File: src/rtl/countdown_timer.sv
// countdown_timer: programmable N-bit down-counting timer.
// Loads a start value, decrements once per en_tick strobe while running,
// and flags expiry with a one-cycle done_tick. Supports one-shot and
// auto-reload operation. Priority on every edge: stop > start > en_tick/auto_reload.
module countdown_timer #(
  parameter int N = 8
) (
  input  logic         clk,
  input  logic         reset,
  input  logic         start,
  input  logic         stop,
  input  logic         en_tick,
  input  logic         auto_reload,
  input  logic [N-1:0] load_val,
  output logic [N-1:0] q,
  output logic         busy,
  output logic         min_tick,
  output logic         done_tick
);

  typedef enum logic [1:0] {
    IDLE = 2'd0,
    RUN  = 2'd1,
    DONE = 2'd2
  } state_t;

  localparam logic [N-1:0] ONE = {{(N-1){1'b0}}, 1'b1};

  state_t       state;
  state_t       state_nxt;
  logic [N-1:0] q_nxt;
  logic [N-1:0] reload_reg;
  logic [N-1:0] reload_nxt;

  // Next-state, next-count and reload-value selection
  always_comb begin
    state_nxt  = state;
    q_nxt      = q;
    reload_nxt = reload_reg;
    unique case (state)
      IDLE: begin
        // stop outranks start, so a simultaneous start is dropped
        if (start && !stop) begin
          reload_nxt = load_val;
          q_nxt      = load_val;
          state_nxt  = (load_val != '0) ? RUN : DONE;
        end
      end
      RUN: begin
        if (stop) begin
          state_nxt = IDLE;
        end else if (start) begin
          reload_nxt = load_val;
          q_nxt      = load_val;
          state_nxt  = (load_val != '0) ? RUN : DONE;
        end else if (en_tick) begin
          // q is never 0 in RUN, so the 1 -> 0 step is the expiry point
          if (q == ONE) begin
            q_nxt     = '0;
            state_nxt = DONE;
          end else begin
            q_nxt = q - ONE;
          end
        end
      end
      DONE: begin
        if (stop) begin
          state_nxt = IDLE;
        end else if (start) begin
          reload_nxt = load_val;
          q_nxt      = load_val;
          state_nxt  = (load_val != '0) ? RUN : DONE;
        end else if (auto_reload && (reload_reg != '0)) begin
          q_nxt     = reload_reg;
          state_nxt = RUN;
        end else begin
          q_nxt     = '0;
          state_nxt = IDLE;
        end
      end
      default: begin
        q_nxt     = '0;
        state_nxt = IDLE;
      end
    endcase
  end

  // State, count and registered Moore outputs (busy/done_tick follow the next state)
  always_ff @(posedge clk or posedge reset) begin
    if (reset) begin
      state      <= IDLE;
      q          <= '0;
      reload_reg <= '0;
      busy       <= 1'b0;
      done_tick  <= 1'b0;
    end else begin
      state      <= state_nxt;
      q          <= q_nxt;
      reload_reg <= reload_nxt;
      busy       <= (state_nxt != IDLE);
      done_tick  <= (state_nxt == DONE);
    end
  end

  assign min_tick = (q == '0);

endmodule

File: config.mk
export PLATFORM = sky130hd
export DESIGN_NAME = countdown_timer
export DESIGN_NICKNAME = d
export VERILOG_FILES = /design/src/rtl/countdown_timer.sv
export SDC_FILE = /design/constraint.sdc
export NUM_CORES = 1
export LEC_CHECK = 0
export CAP_MARGIN = 0
export CORE_MARGIN = 1.5
export CORE_UTILIZATION = 55
export DETAILED_ROUTE_END_ITERATION = 7
export GPL_TIMING_DRIVEN = 1
export PLACE_DENSITY = 0.85
export SYNTH_ARGS = -nofsm -noshare
export SYNTH_HDL_FRONTEND = slang
export SYNTH_SLANG_ARGS = --single-unit
export TNS_END_PERCENT = 5
File: constraint.sdc
create_clock -name clk -period 4.7 [get_ports clk]
set_input_delay 0.94 -clock clk [delete_from_list [all_inputs] [get_ports clk]]
set_output_delay 0.94 -clock clk [all_outputs]
set_load 0.1 [all_outputs]
==> results.json, run 1 <==
{
  "status": "complete, no violations",
  "hold_ws_ps": 561.9,
  "clk_pin_slew_worst_paths_ps": 110,
  "clk_latency_ps": 310,
  "setup_violations": 0,
  "die-area_um2": 2922,
  "cpPeakStageDelay_ps": 1120,
  "fin_skew_ps": 4.705,
  "cp.arrival_ps": 2600,
  "switching_share": 0.5474,
  "synth_seq_cells": 20,
  "yosysTopAreaCell": "dfrtp_1",
  "drt-wirelength-per-cell_um": 16.53,
  "post_cts_buffers": 0,
  "ir_worst_vdd_mv": 0.6738,
  "core.rowCount": 18,
  "cts_root_buf": "clkbuf_4",
  "tightestPinTransition_ps": 971.5,
  "utilization": 0.6904,
  "drc": 0,
  "worstHoldPathType": "flop to flop",
  "p_seq_frac": 0.280,
  "port_buffers": 24,
  "initial_utilization": 0.5788,
  "num_vias": 1372,
  "syn_nets": 178,
  "grt_max_degree": 21,
  "finalSetupTns_ps": 0,
  "grtUsageTotal": 0.2580,
  "routabilityCongestion": 0.9011,
  "synthArstFlopShare": 1.000,
  "path_class": "flop to output pin",
  "crit_chain": "nor4_4 > and3_2 > clkdlybuf4s50_1",
  "grt_pass1_vias": 1168,
  "cts_buffers": 3,
  "final_cell_mix": "clkdlybuf4s50_1 (24), dfrtp_1 (20), nand2_1 (15), inv_1 (9), mux2_2 (8)",
  "synthDistinctLibCells": 51,
  "finalCritPeriodShare": 0.7526,
  "clock-sinks": 20,
  "worstSetupEndpointType": "output pin",
  "maxCapViolCount": 0,
  "yosysWarnings": 0,
  "syn_to_final_growth_pct": 19.28,
  "firstDrtPassIters": 4,
  "ant_nets": 0,
  "syn_inst": 157,
  "layout-drive-gt1-share": 0.1124,
  "num_io_pins": 25,
  "yosysSeqAreaShare": 0.3490,
  "synth_edf_count": 0,
  "core_um2": 2477,
  "intPower_mw": 0.5581,
  "cts_tree": "yes",
  "power.switching_mw": 0.6750,
  "cp_max_fo": 8,
  "antenna_found_initial": 0,
  "grt.overflow.total": 0,
  "dp_hpwl_um": 2535,
  "worstPathRequired_ps": 3760,
  "die_h_um": 54.06,
  "drt_iter0_drc": 49,
  "via_per_inst": 6.596,
  "postCtsHoldBufs": 0,
  "clk_path_buf_depth": 2,
  "pwr-share-comb": 0.637,
  "relSlewSlack": 0.3503,
  "cpMaxStageDelayCell": "clkdlybuf4s50_1",
  "netlist.area_leader.share": 0.3490,
  "final_nets": 200,
  "htreeDepth": 1,
  "final-max-slew-violation-count": 0,
  "syn_area_per_cell_um2": 9.133,
  "leakage_nw": 0.6919,
  "powerDensity_nw_per_um2": 721.0,
  "grt_pass1_wl_um": 5382,
  "max_freq_mhz": 282.7,
  "die_w_um": 54.06,
  "diodes": 0,
  "syn_area_um2": 1434,
  "synth_flop_cell": "dfrtp_1",
  "finalHoldViolCount": 0,
  "clockPowerShare": 0.083,
  "start_kind": "flop",
  "cts_resized": 0,
  "final_common_cell": "clkdlybuf4s50_1",
  "rsz0062_at_grt": "false",
  "p_total_mw": 1.233,
  "ys_top_cells_by_area": "dfrtp_1 (35%), mux2_2 (6.3%), ha_1 (6.1%)",
  "finalCriticalPeriod_ps": 3537,
  "wl_um": 3439
}
-- layout make-up --
class	instances	area [um^2]
clock buffers	4	36.28
multi-input cells	121	862.1
repair buffers	24	240.2
flip-flops and latches	20	500.5
fillers	193	767.0
inverters	9	33.78
well taps	30	37.54
-- routing by layer --
metal  vias up  part of all wire  wire (um)  GRT usage
li1        631                 -          -          -
met1       660              0.43       1470     0.3578
met2        72              0.46       1592     0.3902
met3         9             0.088        303    0.05278
met4         0             0.021         73     0.1083
met5         -                 0          0          0
-- power groups by stage --
stage               clock network, mW  logic (mW)  registers (mW)
finish                          0.103       0.786           0.345
global route                    0.114       0.839           0.352
CTS                             0.104       0.783           0.342
detailed placement                  0       0.778           0.345
global placement                    0       0.765           0.340
floorplan                           0       0.360           0.586
-- per-stage QoR --
stage / setup slack, ps / instance area (um^2) / instances
floorplan: 1925 / 1434 / 157
global placement: 1564 / 1674 / 204
detailed placement: 1520 / 1674 / 204
CTS: 1165 / 1710 / 208
global route: 1022 / 1710 / 208
finish: 1163 / 1710 / 208
-- cell usage after synthesis (2+ instances only) --
cell type,number
mux2_2,8
nor3_1,5
o31a_1,2
or2_2,2
nor3b_1,2
or4_1,2
ha_1,7
a32oi_1,2
o21ai_0,6
nor2b_1,4
and2_1,2
nor4_1,5
nand3_1,5
clkbuf_1,2
nand2b_1,4
buf_2,3
a21o_1,2
a21oi_1,6
buf_4,2
o2111ai_1,3
o22ai_1,2
nor2_1,5
a22o_1,2
dfrtp_1,20
inv_1,9
o41ai_1,3
nand2_1,15
a31oi_1,4
-- cell families after synthesis --
kind of cell | share of synthesized area
AO/OA/AOI/OAI | 0.2313
flip-flops | 0.3490
AND/OR/NAND/NOR | 0.2338
multiplexers | 0.06283
XOR/XNOR | 0.01222
adder cells (fa/ha/maj) | 0.06108
buffers and inverters | 0.04973
-- path summary, 6_finish.rpt --
check / start / end / slack [ps] / depth (start not counted)
hold / removal: reload_reg[1] / reload_reg[1] / 560 / 1
max in group asynchronous: reset / q[0] / 3160 / 2
setup reg to reg: state[0] / busy / 2430 / 7
min in group asynchronous: reset / reload_reg[7] / 1050 / 2
hold reg to reg: reload_reg[1] / reload_reg[1] / 560 / 1
setup / recovery: q[3] / min_tick / 1160 / 3
-- critical path, delay by kind of cell (launching register included) --
kind | cells | cell delay (ps)
buf+inv | 1 | 1120
flops | 1 | 490
simple gates | 2 | 670
(Power assumes the default switching activity.)
==> inputs of run 2 (changes only) <==
--- a/config.mk
+++ b/config.mk
@@ -7,10 +7,10 @@
 export LEC_CHECK = 0
 export CAP_MARGIN = 0
 export CORE_MARGIN = 1.5
-export CORE_UTILIZATION = 55
+export CORE_UTILIZATION = 52
 export DETAILED_ROUTE_END_ITERATION = 7
 export GPL_TIMING_DRIVEN = 1
-export PLACE_DENSITY = 0.85
+export PLACE_DENSITY = 0.81
 export SYNTH_ARGS = -nofsm -noshare
 export SYNTH_HDL_FRONTEND = slang
 export SYNTH_SLANG_ARGS = --single-unit
==> constraint.sdc (replaced) <==
create_clock -name clk -period 3.3 [get_ports clk]
set_input_delay 0.66 -clock clk [delete_from_list [all_inputs] [get_ports clk]]
set_output_delay 0.66 -clock clk [all_outputs]
set_load 0.1 [all_outputs]
==> results.json, run 2 (same netlist as run 1, synthesis figures left out) <==
{
  "worstHoldPathType": "flop to flop",
  "syn_to_final_growth_pct": 18.50,
  "drc": 0,
  "drt_iter0_drc": 85,
  "ir_worst_vdd_mv": 0.7548,
  "finalHoldViolCount": 0,
  "final_common_cell": "dfrtp_1",
  "finalSetupTns_ps": 0,
  "start_kind": "flop",
  "final_nets": 200,
  "die-area_um2": 3081,
  "die_h_um": 55.51,
  "max_freq_mhz": 400.7,
  "layout-drive-gt1-share": 0.1742,
  "die_w_um": 55.51,
  "post_cts_buffers": 0,
  "cpPeakStageDelay_ps": 510,
  "worstSetupEndpointType": "output pin",
  "core.rowCount": 18,
  "maxCapViolCount": 0,
  "cp_max_fo": 8,
  "ant_nets": 0,
  "hold_start": "reload_reg[6]",
  "initial_utilization": 0.5634,
  "intPower_mw": 0.8314,
  "p_total_mw": 1.806,
  "routabilityCongestion": 0.8790,
  "port_buffers": 24,
  "core_um2": 2545,
  "cts_tree": "yes",
  "cts_resized": 0,
  "htreeDepth": 1,
  "grt_max_degree": 21,
  "diodes": 0,
  "powerDensity_nw_per_um2": 1063,
  "p_seq_frac": 0.271,
  "clk_path_buf_depth": 2,
  "cp.arrival_ps": 1840,
  "clock-sinks": 20,
  "setup_violations": 0,
  "grt_pass1_wl_um": 6092,
  "worstPathRequired_ps": 2640,
  "switching_share": 0.5396,
  "final-max-slew-violation-count": 0,
  "leakage_nw": 0.7146,
  "postCtsHoldBufs": 0,
  "antenna_found_initial": 0,
  "clk_pin_slew_worst_paths_ps": 130,
  "dp_hpwl_um": 2625,
  "drt-wirelength-per-cell_um": 17.51,
  "num_io_pins": 25,
  "startpoint": "q[3]",
  "grt_pass1_vias": 1235,
  "fin_skew_ps": 3.239,
  "cts_buffers": 3,
  "via_per_inst": 6.529,
  "finalCriticalPeriod_ps": 2496,
  "worst_slack_ps": 804.1,
  "clockPowerShare": 0.116,
  "relSlewSlack": 0.5041,
  "clk_latency_ps": 320,
  "cpMaxStageDelayCell": "dfrtp_1",
  "power.switching_mw": 0.9742,
  "rsz0062_at_grt": "false",
  "cts_root_buf": "clkbuf_4",
  "firstDrtPassIters": 5,
  "grt.overflow.total": 0,
  "wl_um": 3643,
  "tightestPinTransition_ps": 743.0,
  "worstReg2RegStart": "state[1]",
  "num_vias": 1358,
  "status": "complete, no violations",
  "grtUsageTotal": 0.2501,
  "path_class": "flop to output pin",
  "crit_chain": "nor4_4 > and3_2 > buf_4",
  "place_ws_ps": 610.4,
  "finalCritPeriodShare": 0.7563,
  "pwr-share-comb": 0.612,
  "final_cell_mix": "dfrtp_1 (20), nand2_1 (15), clkdlybuf4s50_1 (13), buf_4 (11), inv_1 (9)"
}
run 2: stage by stage:
stage                     hold slack (ps)  std cells  utilization  instance area, um^2
after detailed placement            524.5        204       0.6470                 1647
final                               553.5        208       0.6677                 1699
after global placement              526.8        204       0.6470                 1647
after floorplan                     503.6        157            -                 1434
after global routing                566.9        208       0.6677                 1699
after CTS                           554.3        208       0.6677                 1699
run 2: worst max-delay path, delay by kind of cell, from the launching register on:
kind                   cells  cell delay [ps]
and+or+nand+nor            2              730
DFF                        1              510
buffers and inverters      1              280
run 2: layout make-up:
class                           count  area (um^2)
Multi-Input combinational cell    121        862.1
Fill cell                         214        845.8
Timing Repair Buffer               24        212.7
Inverter                            9        33.78
Tap cell                           30        37.54
Sequential cell                    20        500.5
Clock inverter                      1        30.03
Clock buffer                        3        22.52
run 2: power groups by stage:
stage                     combinational [mW]  sequential [mW]  clock, mW
after global placement                  1.07            0.488          0
final                                   1.11            0.490      0.210
after global routing                    1.18            0.509      0.221
after floorplan                        0.512            0.834          0
after detailed placement                1.09            0.491          0
after CTS                               1.10            0.487      0.207
run 2: layer usage:
metal  up-vias  wire length [um]  GRT usage
met2        84              1773     0.3963
met3        10               298    0.03044
li1        634                 -          -
met5         -                 0          0
met4         0                84     0.1045
met1       630              1486     0.3447
run 2: path summary, 6_finish.rpt:
kind,end,slack (ps),depth (start not counted)
worst max-delay path,min_tick,800,3
worst min-delay path,reload_reg[6],550,1
worst max register to register,q[4],1080,7
worst min register to register,reload_reg[6],550,1
max in group asynchronous,q[2],2090,2
min in group asynchronous,reload_reg[3],750,2
==> inputs of run 3 (changes only) <==
--- a/config.mk
+++ b/config.mk
@@ -7,10 +7,10 @@
 export LEC_CHECK = 0
 export CAP_MARGIN = 0
 export CORE_MARGIN = 1.5
-export CORE_UTILIZATION = 52
+export CORE_UTILIZATION = 47
 export DETAILED_ROUTE_END_ITERATION = 7
 export GPL_TIMING_DRIVEN = 1
-export PLACE_DENSITY = 0.81
+export PLACE_DENSITY = 0.77
 export SYNTH_ARGS = -nofsm -noshare
 export SYNTH_HDL_FRONTEND = slang
 export SYNTH_SLANG_ARGS = --single-unit
==> constraint.sdc (replaced) <==
create_clock -name clk -period 2.05 [get_ports clk]
set_input_delay 0.41 -clock clk [delete_from_list [all_inputs] [get_ports clk]]
set_output_delay 0.41 -clock clk [all_outputs]
set_load 0.1 [all_outputs]
==> results.json, run 3 (same netlist as run 1, synthesis figures left out) <==
{
  "status": "finished with violations",
  "violations": "design-rule violations",
  "maxCapViolCount": 0,
  "final_nets": 227,
  "grt_pass1_vias": 1513,
  "ir_worst_vdd_mv": 0.8410,
  "syn_to_final_growth_pct": 38.57,
  "grtUsageTotal": 0.2561,
  "path_class": "flop to flop",
  "cp.arrival_ps": 2120,
  "leakage_nw": 0.8726,
  "dp_hpwl_um": 2934,
  "max_freq_mhz": 523.1,
  "tightestPinTransition_ps": 390.3,
  "finalHoldViolCount": 0,
  "worstHoldPathType": "input port to asynchronous set/reset pin",
  "powerDensity_nw_per_um2": 1618,
  "firstDrtPassIters": 6,
  "clk_path_buf_depth": 2,
  "finalCriticalPeriod_ps": 1912,
  "final_cell_mix": "buf_4 (34), dfrtp_1 (17), nand2_1 (15), clkdlybuf4s50_1 (13)",
  "die-area_um2": 3391,
  "crit_buf_inv": 2,
  "rsz0062_at_grt": "false",
  "die_h_um": 58.24,
  "routabilityCongestion": 0.8722,
  "drc": 1,
  "finalCritPeriodShare": 0.9326,
  "antenna_found_initial": 0,
  "initial_utilization": 0.5069,
  "reg2reg_to": "q[7]",
  "drt-wirelength-per-cell_um": 16.38,
  "ant_nets": 0,
  "htreeDepth": 1,
  "grt_pass1_wl_um": 6651,
  "core.rowCount": 19,
  "layout-drive-gt1-share": 0.3317,
  "relSlewSlack": 0.7374,
  "critical_path.top_delay_family": "compound AO/OA/AOI/OAI gates",
  "clock-sinks": 20,
  "die_w_um": 58.24,
  "num_vias": 1455,
  "crit_chain": "inv_1 > ha_1 > o21ai_0 > buf_4 > nand2_1 > a31oi_1 > o31a_1 > o22ai_1",
  "dp.cells": 231,
  "setup_violations": 0,
  "grt_max_degree": 21,
  "cpMaxStageDelayCell": "dfrtp_2",
  "final_common_cell": "buf_4",
  "finalSetupTns_ps": 0,
  "worst_r2r_path_depth": 8,
  "cts_root_buf": "clkbuf_4",
  "worstReg2RegStart": "state[0]",
  "diodes": 0,
  "cts_buffers": 3,
  "wl_um": 3865,
  "cpPeakStageDelay_ps": 440,
  "worstPathRequired_ps": 2260,
  "grt.overflow.total": 0,
  "clk_latency_ps": 320,
  "drt_iter0_drc": 73,
  "clk_pin_slew_worst_paths_ps": 130,
  "via_per_inst": 6.165,
  "fin_skew_ps": 6.420,
  "cts_tree": "yes",
  "postCtsHoldBufs": 0,
  "num_io_pins": 25,
  "port_buffers": 24,
  "final-max-slew-violation-count": 0,
  "rrSetupSlack_ps": 140,
  "start_kind": "flop",
  "worstSetupEndpointType": "flop",
  "core_um2": 2829,
  "cp_max_fo": 7,
  "final_cells": 236
}
[run 3: cell count changes in the layout (fill, tap and decap cells not counted), sizes merged]
cell,change
buf,+27
[run 3: worst max path at each step]
stage	startpoint	end	slack, ps	cells past startpoint
final	state[0]	q[7]	140	8
after global routing	state[0]	q[5]	1	8
after CTS	state[0]	busy	30	6
after detailed placement	stop	done_tick	-100	7
after global placement	stop	busy	-0.3	6
after floorplan	q[3]	min_tick	-190	2
[run 3: power by group]
group / switching (mW) / total [mW] / internal [mW]
Sequential: 0.193 / 0.767 / 0.574
Combinational: 1.31 / 2.11 / 0.802
Clock: 0.142 / 0.340 / 0.198
Total: 1.64 / 3.21 / 1.57
[run 3: layout make-up]
type	count	area (um^2)
clock buffers	3	22.52
flip-flops and latches	20	504.2
clock inverters	1	30.03
repair buffers	51	465.4
multi-input cells	121	892.1
inverters	9	33.78
fillers	211	842.1
well taps	31	38.79
[run 3: tightest hold or removal path, stage by stage]
cell and delay, ps:
clkdlybuf4s50_1 390, inv_1 50, buf_4 270
[run 3: metrics by stage]
| stage | total power, mW | cell area (um^2) | hold slack [ps] | util | setup WS [ps] |
|---|---|---|---|---|---|
| 3_3_place_gp | 2.751 | 1896 | 526.8 | 0.6701 | -0.3446 |
| 5_1_grt | 3.404 | 1987 | 452.1 | 0.7023 | 1.200 |
| 3_5_place_dp | 2.805 | 1896 | 534.0 | 0.6701 | -99.60 |
| 2_1_floorplan | 2.171 | 1436 | 373.7 | - | -194.7 |
| 4_1_cts | 3.167 | 1956 | 401.7 | 0.6913 | 34.03 |
| 6_report | 3.215 | 1987 | 398.5 | 0.7023 | 138.3 |
[run 3: timing repair]
item,CTS,global route
setup buffers,1,0
endpoints found under the setup margin,1,8
pin swaps,1,1
gates resized for setup,0,8
[run 3: layer usage]
layer | vias to the layer above | track usage | routed length (um)
met5 | - | 0 | 0
met4 | 0 | 0.1262 | 72
met3 | 7 | 0.04018 | 212
met2 | 52 | 0.4253 | 1928
met1 | 709 | 0.3234 | 1653
li1 | 687 | - | -
